`src/rtl/serial_bus_pkg.sv`:
```
// Shared definitions for the 1-bit serial bus between the arbiter and its slaves.
// Holds the state encoding and the default geometry.
package serial_bus_pkg;

    localparam int ADN_DEF  = 12;
    localparam int N_DEF    = 8;
    localparam int MEMN_DEF = 2;
    localparam int SSEL_W   = 2;

    typedef enum logic [2:0] {
        IDLE  = 3'd0,
        ADDR  = 3'd1,
        WDATA = 3'd2,
        RWAIT = 3'd3,
        RDATA = 3'd4,
        DONE  = 3'd5
    } state_t;

endpackage

```
`src/rtl/serial_reg_slave_if.sv`:
```
// Arbiter <-> slave serial bus bundle.
// The master drives the request side; the slave drives ready and read data.
interface serial_reg_slave_if;

    logic valid_in;
    logic wr_en;
    logic burst;
    logic addr;
    logic data_in;
    logic ready;
    logic valid_out;
    logic data_out;

    modport master (
        output valid_in, wr_en, burst, addr, data_in,
        input  ready, valid_out, data_out
    );

    modport slave (
        input  valid_in, wr_en, burst, addr, data_in,
        output ready, valid_out, data_out
    );

endinterface

```
`src/rtl/serial_shift_unit.sv`:
```
// LSB-first shift register with a bit counter.
// Shifting right both collects serial input at the top and exposes output at q[0].
module serial_shift_unit #(
    parameter int W = 8
) (
    input  logic         clk,
    input  logic         reset,
    input  logic         clr,
    input  logic         load,
    input  logic [W-1:0] load_val,
    input  logic         shift,
    input  logic         sin,
    output logic [W-1:0] q,
    output logic [W-1:0] q_nxt,
    output logic         first,
    output logic         last
);

    localparam int CW = (W > 1) ? $clog2(W) : 1;
    localparam logic [CW-1:0] C_LAST = CW'(W - 1);
    localparam logic [CW-1:0] C_ONE  = CW'(1);

    logic [W-1:0]  r_q;
    logic [CW-1:0] r_cnt;

    assign q     = r_q;
    assign q_nxt = {sin, r_q[W-1:1]};
    assign first = (r_cnt == '0);
    assign last  = (r_cnt == C_LAST);

    // The counter wraps after W shifts so back-to-back words need no clear.
    always_ff @(posedge clk) begin
        if (reset || clr) begin
            r_q   <= '0;
            r_cnt <= '0;
        end else if (load) begin
            r_q   <= load_val;
            r_cnt <= '0;
        end else if (shift) begin
            r_q   <= q_nxt;
            r_cnt <= last ? '0 : r_cnt + C_ONE;
        end
    end

endmodule

```
`src/rtl/serial_reg_slave.sv`:
```
// Serial-bus register slave: 2^MemN x N bank written and read over the 1-bit bus,
// with a write-notify strobe and a registered peripheral read port.
module serial_reg_slave
    import serial_bus_pkg::*;
#(
    parameter int MemN     = MEMN_DEF,
    parameter int N        = N_DEF,
    parameter int ADN      = ADN_DEF,
    parameter int READ_LAT = 1
) (
    input  logic                clk,
    input  logic                reset,
    serial_reg_slave_if.slave   bus,
    output logic                wr_strobe,
    output logic [MemN-1:0]     wr_addr,
    output logic [N-1:0]        wr_data,
    input  logic [MemN-1:0]     p_addr,
    output logic [N-1:0]        p_rdata,
    output logic                abort,
    output logic [2:0]          state_out
);

    localparam logic [2:0]      LAT_M1  = 3'(READ_LAT - 1);
    localparam logic [MemN-1:0] IDX_ONE = MemN'(1);

    state_t          r_state;
    logic            r_ready, r_valid, r_dout;
    logic            r_wr_strobe, r_abort;
    logic            r_wr_en, r_burst, r_cont;
    logic [MemN-1:0] r_idx, r_wr_addr;
    logic [N-1:0]    r_wr_data, r_prdata;
    logic [2:0]      r_wcnt;
    logic [N-1:0]    r_mem [2**MemN];

    logic [ADN-1:0]  w_aq, w_anxt;
    logic            w_afirst, w_alast, w_ashift, w_aclr;
    logic [N-1:0]    w_dq, w_dnxt, w_load_word;
    logic            w_dfirst, w_dlast, w_dshift, w_dclr, w_dload;
    logic [MemN-1:0] w_load_idx;
    logic            w_commit, w_in_addr, w_unused;

    assign w_in_addr = (r_state == IDLE) || (r_state == ADDR);
    assign w_ashift  = bus.valid_in && w_in_addr;
    assign w_aclr    = !w_in_addr || ((r_state == ADDR) && !bus.valid_in);

    assign w_commit = (r_state == WDATA) && bus.valid_in && w_dlast;
    assign w_dshift = ((r_state == WDATA) && bus.valid_in)
                   || ((r_state == RDATA) && !w_dlast);
    assign w_dclr   = (r_state == DONE) || ((r_state == WDATA) && !bus.valid_in);
    assign w_dload  = ((r_state == ADDR) && bus.valid_in && w_alast
                       && !r_wr_en && (READ_LAT == 0))
                   || ((r_state == RWAIT) && (r_wcnt == LAT_M1))
                   || ((r_state == RDATA) && w_dlast && r_burst && bus.burst);

    always_comb begin
        w_load_idx = r_idx;
        if (r_state == ADDR)       w_load_idx = w_anxt[MemN-1:0];
        else if (r_state == RDATA) w_load_idx = r_idx + IDX_ONE;
    end
    assign w_load_word = r_mem[w_load_idx];

    serial_shift_unit #(.W(ADN)) u_addr (
        .clk(clk), .reset(reset), .clr(w_aclr), .load(1'b0),
        .load_val('0), .shift(w_ashift), .sin(bus.addr),
        .q(w_aq), .q_nxt(w_anxt), .first(w_afirst), .last(w_alast)
    );

    serial_shift_unit #(.W(N)) u_data (
        .clk(clk), .reset(reset), .clr(w_dclr), .load(w_dload),
        .load_val(w_load_word), .shift(w_dshift), .sin(bus.data_in),
        .q(w_dq), .q_nxt(w_dnxt), .first(w_dfirst), .last(w_dlast)
    );

    assign w_unused = ^{w_aq, w_anxt, w_afirst, w_dq[0]};

    // Peripheral read samples before the same-edge commit lands.
    always_ff @(posedge clk) begin
        if (reset) begin
            for (int i = 0; i < 2**MemN; i++) r_mem[i] <= '0;
            r_prdata <= '0;
        end else begin
            r_prdata <= r_mem[p_addr];
            if (w_commit) r_mem[r_idx] <= w_dnxt;
        end
    end

    always_ff @(posedge clk) begin
        if (reset) begin
            r_state     <= IDLE;
            r_ready     <= 1'b1;
            r_valid     <= 1'b0;
            r_dout      <= 1'b0;
            r_wr_strobe <= 1'b0;
            r_wr_addr   <= '0;
            r_wr_data   <= '0;
            r_abort     <= 1'b0;
            r_wr_en     <= 1'b0;
            r_burst     <= 1'b0;
            r_cont      <= 1'b0;
            r_idx       <= '0;
            r_wcnt      <= '0;
        end else begin
            r_wr_strobe <= 1'b0;
            r_abort     <= 1'b0;
            unique case (r_state)
                IDLE: if (bus.valid_in) begin
                    r_wr_en <= bus.wr_en;
                    r_burst <= bus.burst;
                    r_cont  <= 1'b0;
                    r_ready <= 1'b0;
                    r_state <= ADDR;
                end
                ADDR: if (!bus.valid_in) begin
                    r_abort <= 1'b1;
                    r_ready <= 1'b1;
                    r_state <= IDLE;
                end else if (w_alast) begin
                    r_idx <= w_anxt[MemN-1:0];
                    if (r_wr_en) begin
                        r_state <= WDATA;
                    end else if (READ_LAT == 0) begin
                        r_valid <= 1'b1;
                        r_dout  <= w_load_word[0];
                        r_state <= RDATA;
                    end else begin
                        r_wcnt  <= '0;
                        r_state <= RWAIT;
                    end
                end
                WDATA: if (!bus.valid_in) begin
                    // A gap on a word boundary after a commit ends a burst cleanly.
                    if (w_dfirst && r_cont) begin
                        r_state <= DONE;
                    end else begin
                        r_abort <= 1'b1;
                        r_ready <= 1'b1;
                        r_state <= IDLE;
                    end
                end else if (w_dlast) begin
                    r_wr_strobe <= 1'b1;
                    r_wr_addr   <= r_idx;
                    r_wr_data   <= w_dnxt;
                    if (r_burst) begin
                        r_idx  <= r_idx + IDX_ONE;
                        r_cont <= 1'b1;
                    end else begin
                        r_state <= DONE;
                    end
                end
                RWAIT: if (r_wcnt == LAT_M1) begin
                    r_valid <= 1'b1;
                    r_dout  <= w_load_word[0];
                    r_state <= RDATA;
                end else begin
                    r_wcnt <= r_wcnt + 3'd1;
                end
                RDATA: if (!w_dlast) begin
                    r_dout <= w_dq[1];
                end else if (r_burst && bus.burst) begin
                    r_idx  <= r_idx + IDX_ONE;
                    r_dout <= w_load_word[0];
                end else begin
                    r_valid <= 1'b0;
                    r_dout  <= 1'b0;
                    r_state <= DONE;
                end
                DONE: begin
                    r_ready <= 1'b1;
                    r_state <= IDLE;
                end
                default: begin
                    r_ready <= 1'b1;
                    r_valid <= 1'b0;
                    r_state <= IDLE;
                end
            endcase
        end
    end

    assign bus.ready     = r_ready;
    assign bus.valid_out = r_valid;
    assign bus.data_out  = r_dout;
    assign wr_strobe     = r_wr_strobe;
    assign wr_addr       = r_wr_addr;
    assign wr_data       = r_wr_data;
    assign p_rdata       = r_prdata;
    assign abort         = r_abort;
    assign state_out     = r_state;

endmodule

```
`src/flat_wrapper.sv`:
```
// flat-port wrapper written by rule: the top's interface ports become plain ports
module serial_reg_slave_flat import serial_bus_pkg::*;
#(
    parameter int MemN     = MEMN_DEF,
    parameter int N        = N_DEF,
    parameter int ADN      = ADN_DEF,
    parameter int READ_LAT = 1
)
  (clk, reset, wr_strobe, wr_addr, wr_data, p_addr, p_rdata, abort, state_out, bus_valid_in, bus_wr_en, bus_burst, bus_addr, bus_data_in, bus_ready, bus_valid_out, bus_data_out);
  serial_reg_slave_if bus_i ();
  input  logic clk;
  input  logic reset;
  output logic wr_strobe;
  output logic [MemN-1:0] wr_addr;
  output logic [N-1:0] wr_data;
  input  logic [MemN-1:0] p_addr;
  output logic [N-1:0] p_rdata;
  output logic abort;
  output logic [2:0] state_out;
  input wire logic [$bits(bus_i.valid_in)-1:0] bus_valid_in;
  input wire logic [$bits(bus_i.wr_en)-1:0] bus_wr_en;
  input wire logic [$bits(bus_i.burst)-1:0] bus_burst;
  input wire logic [$bits(bus_i.addr)-1:0] bus_addr;
  input wire logic [$bits(bus_i.data_in)-1:0] bus_data_in;
  output wire logic [$bits(bus_i.ready)-1:0] bus_ready;
  output wire logic [$bits(bus_i.valid_out)-1:0] bus_valid_out;
  output wire logic [$bits(bus_i.data_out)-1:0] bus_data_out;
  assign bus_i.valid_in = bus_valid_in;
  assign bus_i.wr_en = bus_wr_en;
  assign bus_i.burst = bus_burst;
  assign bus_i.addr = bus_addr;
  assign bus_i.data_in = bus_data_in;
  assign bus_ready = bus_i.ready;
  assign bus_valid_out = bus_i.valid_out;
  assign bus_data_out = bus_i.data_out;
  serial_reg_slave #(.MemN(MemN), .N(N), .ADN(ADN), .READ_LAT(READ_LAT)) u_core (.clk(clk), .reset(reset), .bus(bus_i), .wr_strobe(wr_strobe), .wr_addr(wr_addr), .wr_data(wr_data), .p_addr(p_addr), .p_rdata(p_rdata), .abort(abort), .state_out(state_out));
endmodule
```
`config.mk`:
```
export PLATFORM = sky130hd
export DESIGN_NAME = serial_reg_slave_flat
export DESIGN_NICKNAME = d
export VERILOG_FILES = /design/src/rtl/serial_bus_pkg.sv /design/src/rtl/serial_reg_slave_if.sv /design/src/rtl/serial_shift_unit.sv /design/src/rtl/serial_reg_slave.sv /design/src/flat_wrapper.sv
export SDC_FILE = /design/constraint.sdc
export NUM_CORES = 1
export LEC_CHECK = 0
export BUFFER_PORTS_ARGS = -buffer_cell sky130_fd_sc_hd__buf_2
export CORE_ASPECT_RATIO = 0.75
export CORE_UTILIZATION = 50
export DETAILED_ROUTE_END_ITERATION = 10
export PLACE_DENSITY = 0.67
export SYNTH_ARGS = -nofsm -noshare
export SYNTH_HDL_FRONTEND = slang
export SYNTH_SLANG_ARGS = --single-unit
```
`constraint.sdc`:
```
create_clock -name clk -period 2.55 [get_ports clk]
set_input_delay 0.3825 -clock clk [delete_from_list [all_inputs] [get_ports clk]]
set_output_delay 0.3825 -clock clk [all_outputs]
set_load 0.01 [all_outputs]
```
==> metrics.md <==
| Metric | Value |
|---|---|
| Status | complete, but fails checks |
| Failing checks | DRC |
| Gpl congestion | 0.8417 |
| Highest net fanout along the worst path | 15 |
| Core area | 8600 um^2 |
| Sink Count | 91 |
| First-pass GRT wire length | 16810 um |
| CTS Root Cell | clkbuf_16 |
| Max Fclk | 0.4576 GHz |
| Syn Area/Cell | 10.05 um^2 |
| Most common cell after layout, fill and taps aside | dfxtp_1 |
| Hold buffer count at cts | 0 |
| Post-Synthesis Cell Area | 4494 um^2 |
| Sequential area share after synthesis | 47.66% |
| Flop-to-flop setup slack | 360 ps |
| FF-to-FF path depth | 8 |
| Setup CP Type | register to register |
| Post-synth EDFFs | 32 |
| P_leak | 2.063 nW |
| Layout cell share with drive strength beyond 1 | 19.80% |
| Total nets after synthesis | 462 |
| Synth unique cells | 64 |
| Placed cells | 582 |
| Yosys warns | 0 |
| Hold Crit Depth | 3 |
| Worst vdd ir | 0.0004326 V |
| Tmin final | 2185 ps |
| Clock Pin Slew Worst Setup and Hold Paths | 60 ps |
| # port buffers | 34 |
| Critical path origin | u_core.u_data.r_cnt[0] |
| Clock skew | 6.230 ps |
| Vias | 3470 |
| Kind of end point of the critical path | register |
| Net total in the final layout | 500 |
| Clock Tree Buf Depth | 2 |
| Routed Antenna Nets | 0 |
| Routed vias/inst | 5.803 |
| PD cells | 629.8 nW/um^2 |
| Worst endpoint required time | 2750 ps |
| Total track usage | 23.59% |
| Rows | 29 |
| Post-Synth XOR/XNOR Area | 0.3898% |
| Max_cap viols | 0 |
| Synth Instances | 447 |
| Num CTS Buffers | 9 |
| CP Data Arrival Time | 2390 ps |
| Worst-Skew Late Latency | 340 ps |
| Total wire length | 10640 um |
| Post_cts resized | 0 |
| Vias in the first global route | 3243 |
| Post-synthesis compound-gate area fraction | 13.64% |
| Hold Crit Class | input pin to register |
| H-tree depth | 3 |
| Final setup viols | 0 |
| Setup TNS Final | 0 ps |
| Num ports | 35 |
| Area delta synth->final | 14.00% |
| Yosys reg bits | 91 |
| Fin. Hold Viols | 0 |
| Synth async-reset ratio | 0% |
| Hpwl dp | 7519 um |
| Min-delay src | bus_addr |
| Worst flop-to-flop path endpoint | u_core.u_data.q[3] |
| R2R Path Start | u_core.u_data.r_cnt[0] |
| DRC Markers | 4 |
| Largest family of logic cells by synthesized area | simple AND/OR/NAND/NOR gates |
| WHS | 278.1 ps |
| Rel. slew slack | 61.96% |
| First-pass DRT Iterations | 7 |
| Worst Hold End | u_core.u_addr.q[11] |
| Ant. Diodes | 0 |
| Initial DRC count | 240 |
| Top_reg_cell synth | dfxtp_1 |
| Die ar. | 9376 um^2 |
| Simple-gate share of the synthesized area | 23.89% |
| Leading cell types in the layout, fill and taps excluded | 59 x dfxtp_1, 56 x nand2_1, 35 x a21oi_1, 34 x buf_2, 32 x edfxtp_1 |
| CTS tree | done |
| Mux share of post-synthesis cell area | 8.324% |
| Largest net degree at the start of global routing | 28 |
| Die height | 84.11 um |
| RSZ-0062 raised after global routing | false |
| Die width | 111.5 um |
| Final cell count without fillers | 598 |
| Slew at the pin closest to its max-slew limit | 569.2 ps |
| Final Max Tran Viols | 0 |
| Wire per inst | 17.79 um |
| Setup crit start kind | register |
| Initial antenna violation count | 0 |
| Period utilization | 85.70% |
| Postcts setup bufs | 0 |
| Post-layout util | 59.58% |
| Synth Area in Adders | 1.670% |
| Starting Density | 52.26% |
| Overflow after GRT | 0 |
==> routing by layer <==
| metal | wire, um | GRT usage [%] |
|---|---|---|
| met5 | 0 | 0 |
| met4 | 84 | 6.634 |
| met1 | 5218 | 34.35 |
| met2 | 4588 | 34.66 |
| met3 | 747 | 6.100 |
==> logic make-up (layout without fill, tap and decap cells) <==
| logic type | count (synthesis) | in the layout |
|---|---|---|
| compound gates | 92 | 92 |
| xor+xnor | 2 | 2 |
| fa+ha+maj | 6 | 6 |
| buf+inv | 37 | 80 |
| flops | 91 | 91 |
| mux | 27 | 27 |
| simple gates | 192 | 192 |
==> worst max-delay path by stage <==
stage | slack [ps] | to | depth (start not counted)
2_1_floorplan | 290 | u_core.r_mem[0][0] | 5
3_3_place_gp | 410 | u_core.state_out[0] | 6
3_5_place_dp | 410 | u_core.u_data.q[3] | 8
4_1_cts | 370 | u_core.u_data.q[3] | 8
5_1_grt | 210 | u_core.state_out[0] | 6
6_report | 360 | u_core.u_data.q[3] | 8
==> sequential cells by signal (all words and copies together), names as in the netlist, 3 cells and up <==
signal and cells:
u_core.u_data.r_cnt 3, u_core.p_rdata 8, u_core.u_data.q 7, u_core.r_mem 32, u_core.state_out 3, u_core.u_addr.q 11, u_core.u_addr.r_cnt 4, u_core.wr_data 8
u_core.r_wcnt 3
==> synth_stat cells (all sizes together), types with 8 or more instances <==
| cell type | instances | share of area [%] |
|---|---|---|
| buf | 17 | 2.8 |
| nor3b | 8 | 1.3 |
| and2 | 33 | 4.7 |
| nor2 | 25 | 2.1 |
| mux2i | 16 | 3.6 |
| clkbuf | 11 | 0.92 |
| edfxtp | 32 | 21 |
| mux4 | 8 | 4.0 |
| and3 | 19 | 2.6 |
| nand2b | 12 | 1.7 |
| dfxtp | 59 | 26 |
| o21ai | 19 | 2.2 |
| nand2 | 58 | 5.0 |
| a21oi | 36 | 4.3 |
| inv | 9 | 0.75 |
==> area by class of cell <==
class,instances,area (um^2)
Multi-Input combinational cell,319,2153
Tap cell,108,135.1
Sequential cell,91,2142
Timing Repair Buffer,55,327.8
Inverter,9,33.78
Clock inverter,4,52.55
Fill cell,751,3476
Clock buffer,12,279.0
==> metrics by stage <==
step	power, mW	setup WS [ps]	area [um^2]
after detailed placement	1.810	405.7	4792
final	3.227	364.7	5124
after global routing	3.328	210.7	5124
after CTS	3.252	373.5	5124
after global placement	1.806	414.8	4792
after floorplan	1.736	290.4	4494
==> worst max-delay path: stages (launching register included) <==
cell	delay [ps]
dfxtp_1	330
ha_1	200
ha_1	290
or3b_4	420
a21oi_4	190
buf_4	220
nor3b_1	70
o21ai_0	180
o221ai_1	150
==> power by group <==
part | switching [mW] | internal (mW)
Sequential | 0.0311 | 1.55
Clock | 0.562 | 0.883
Combinational | 0.124 | 0.0818
Power figures use the tool's default switching activity.
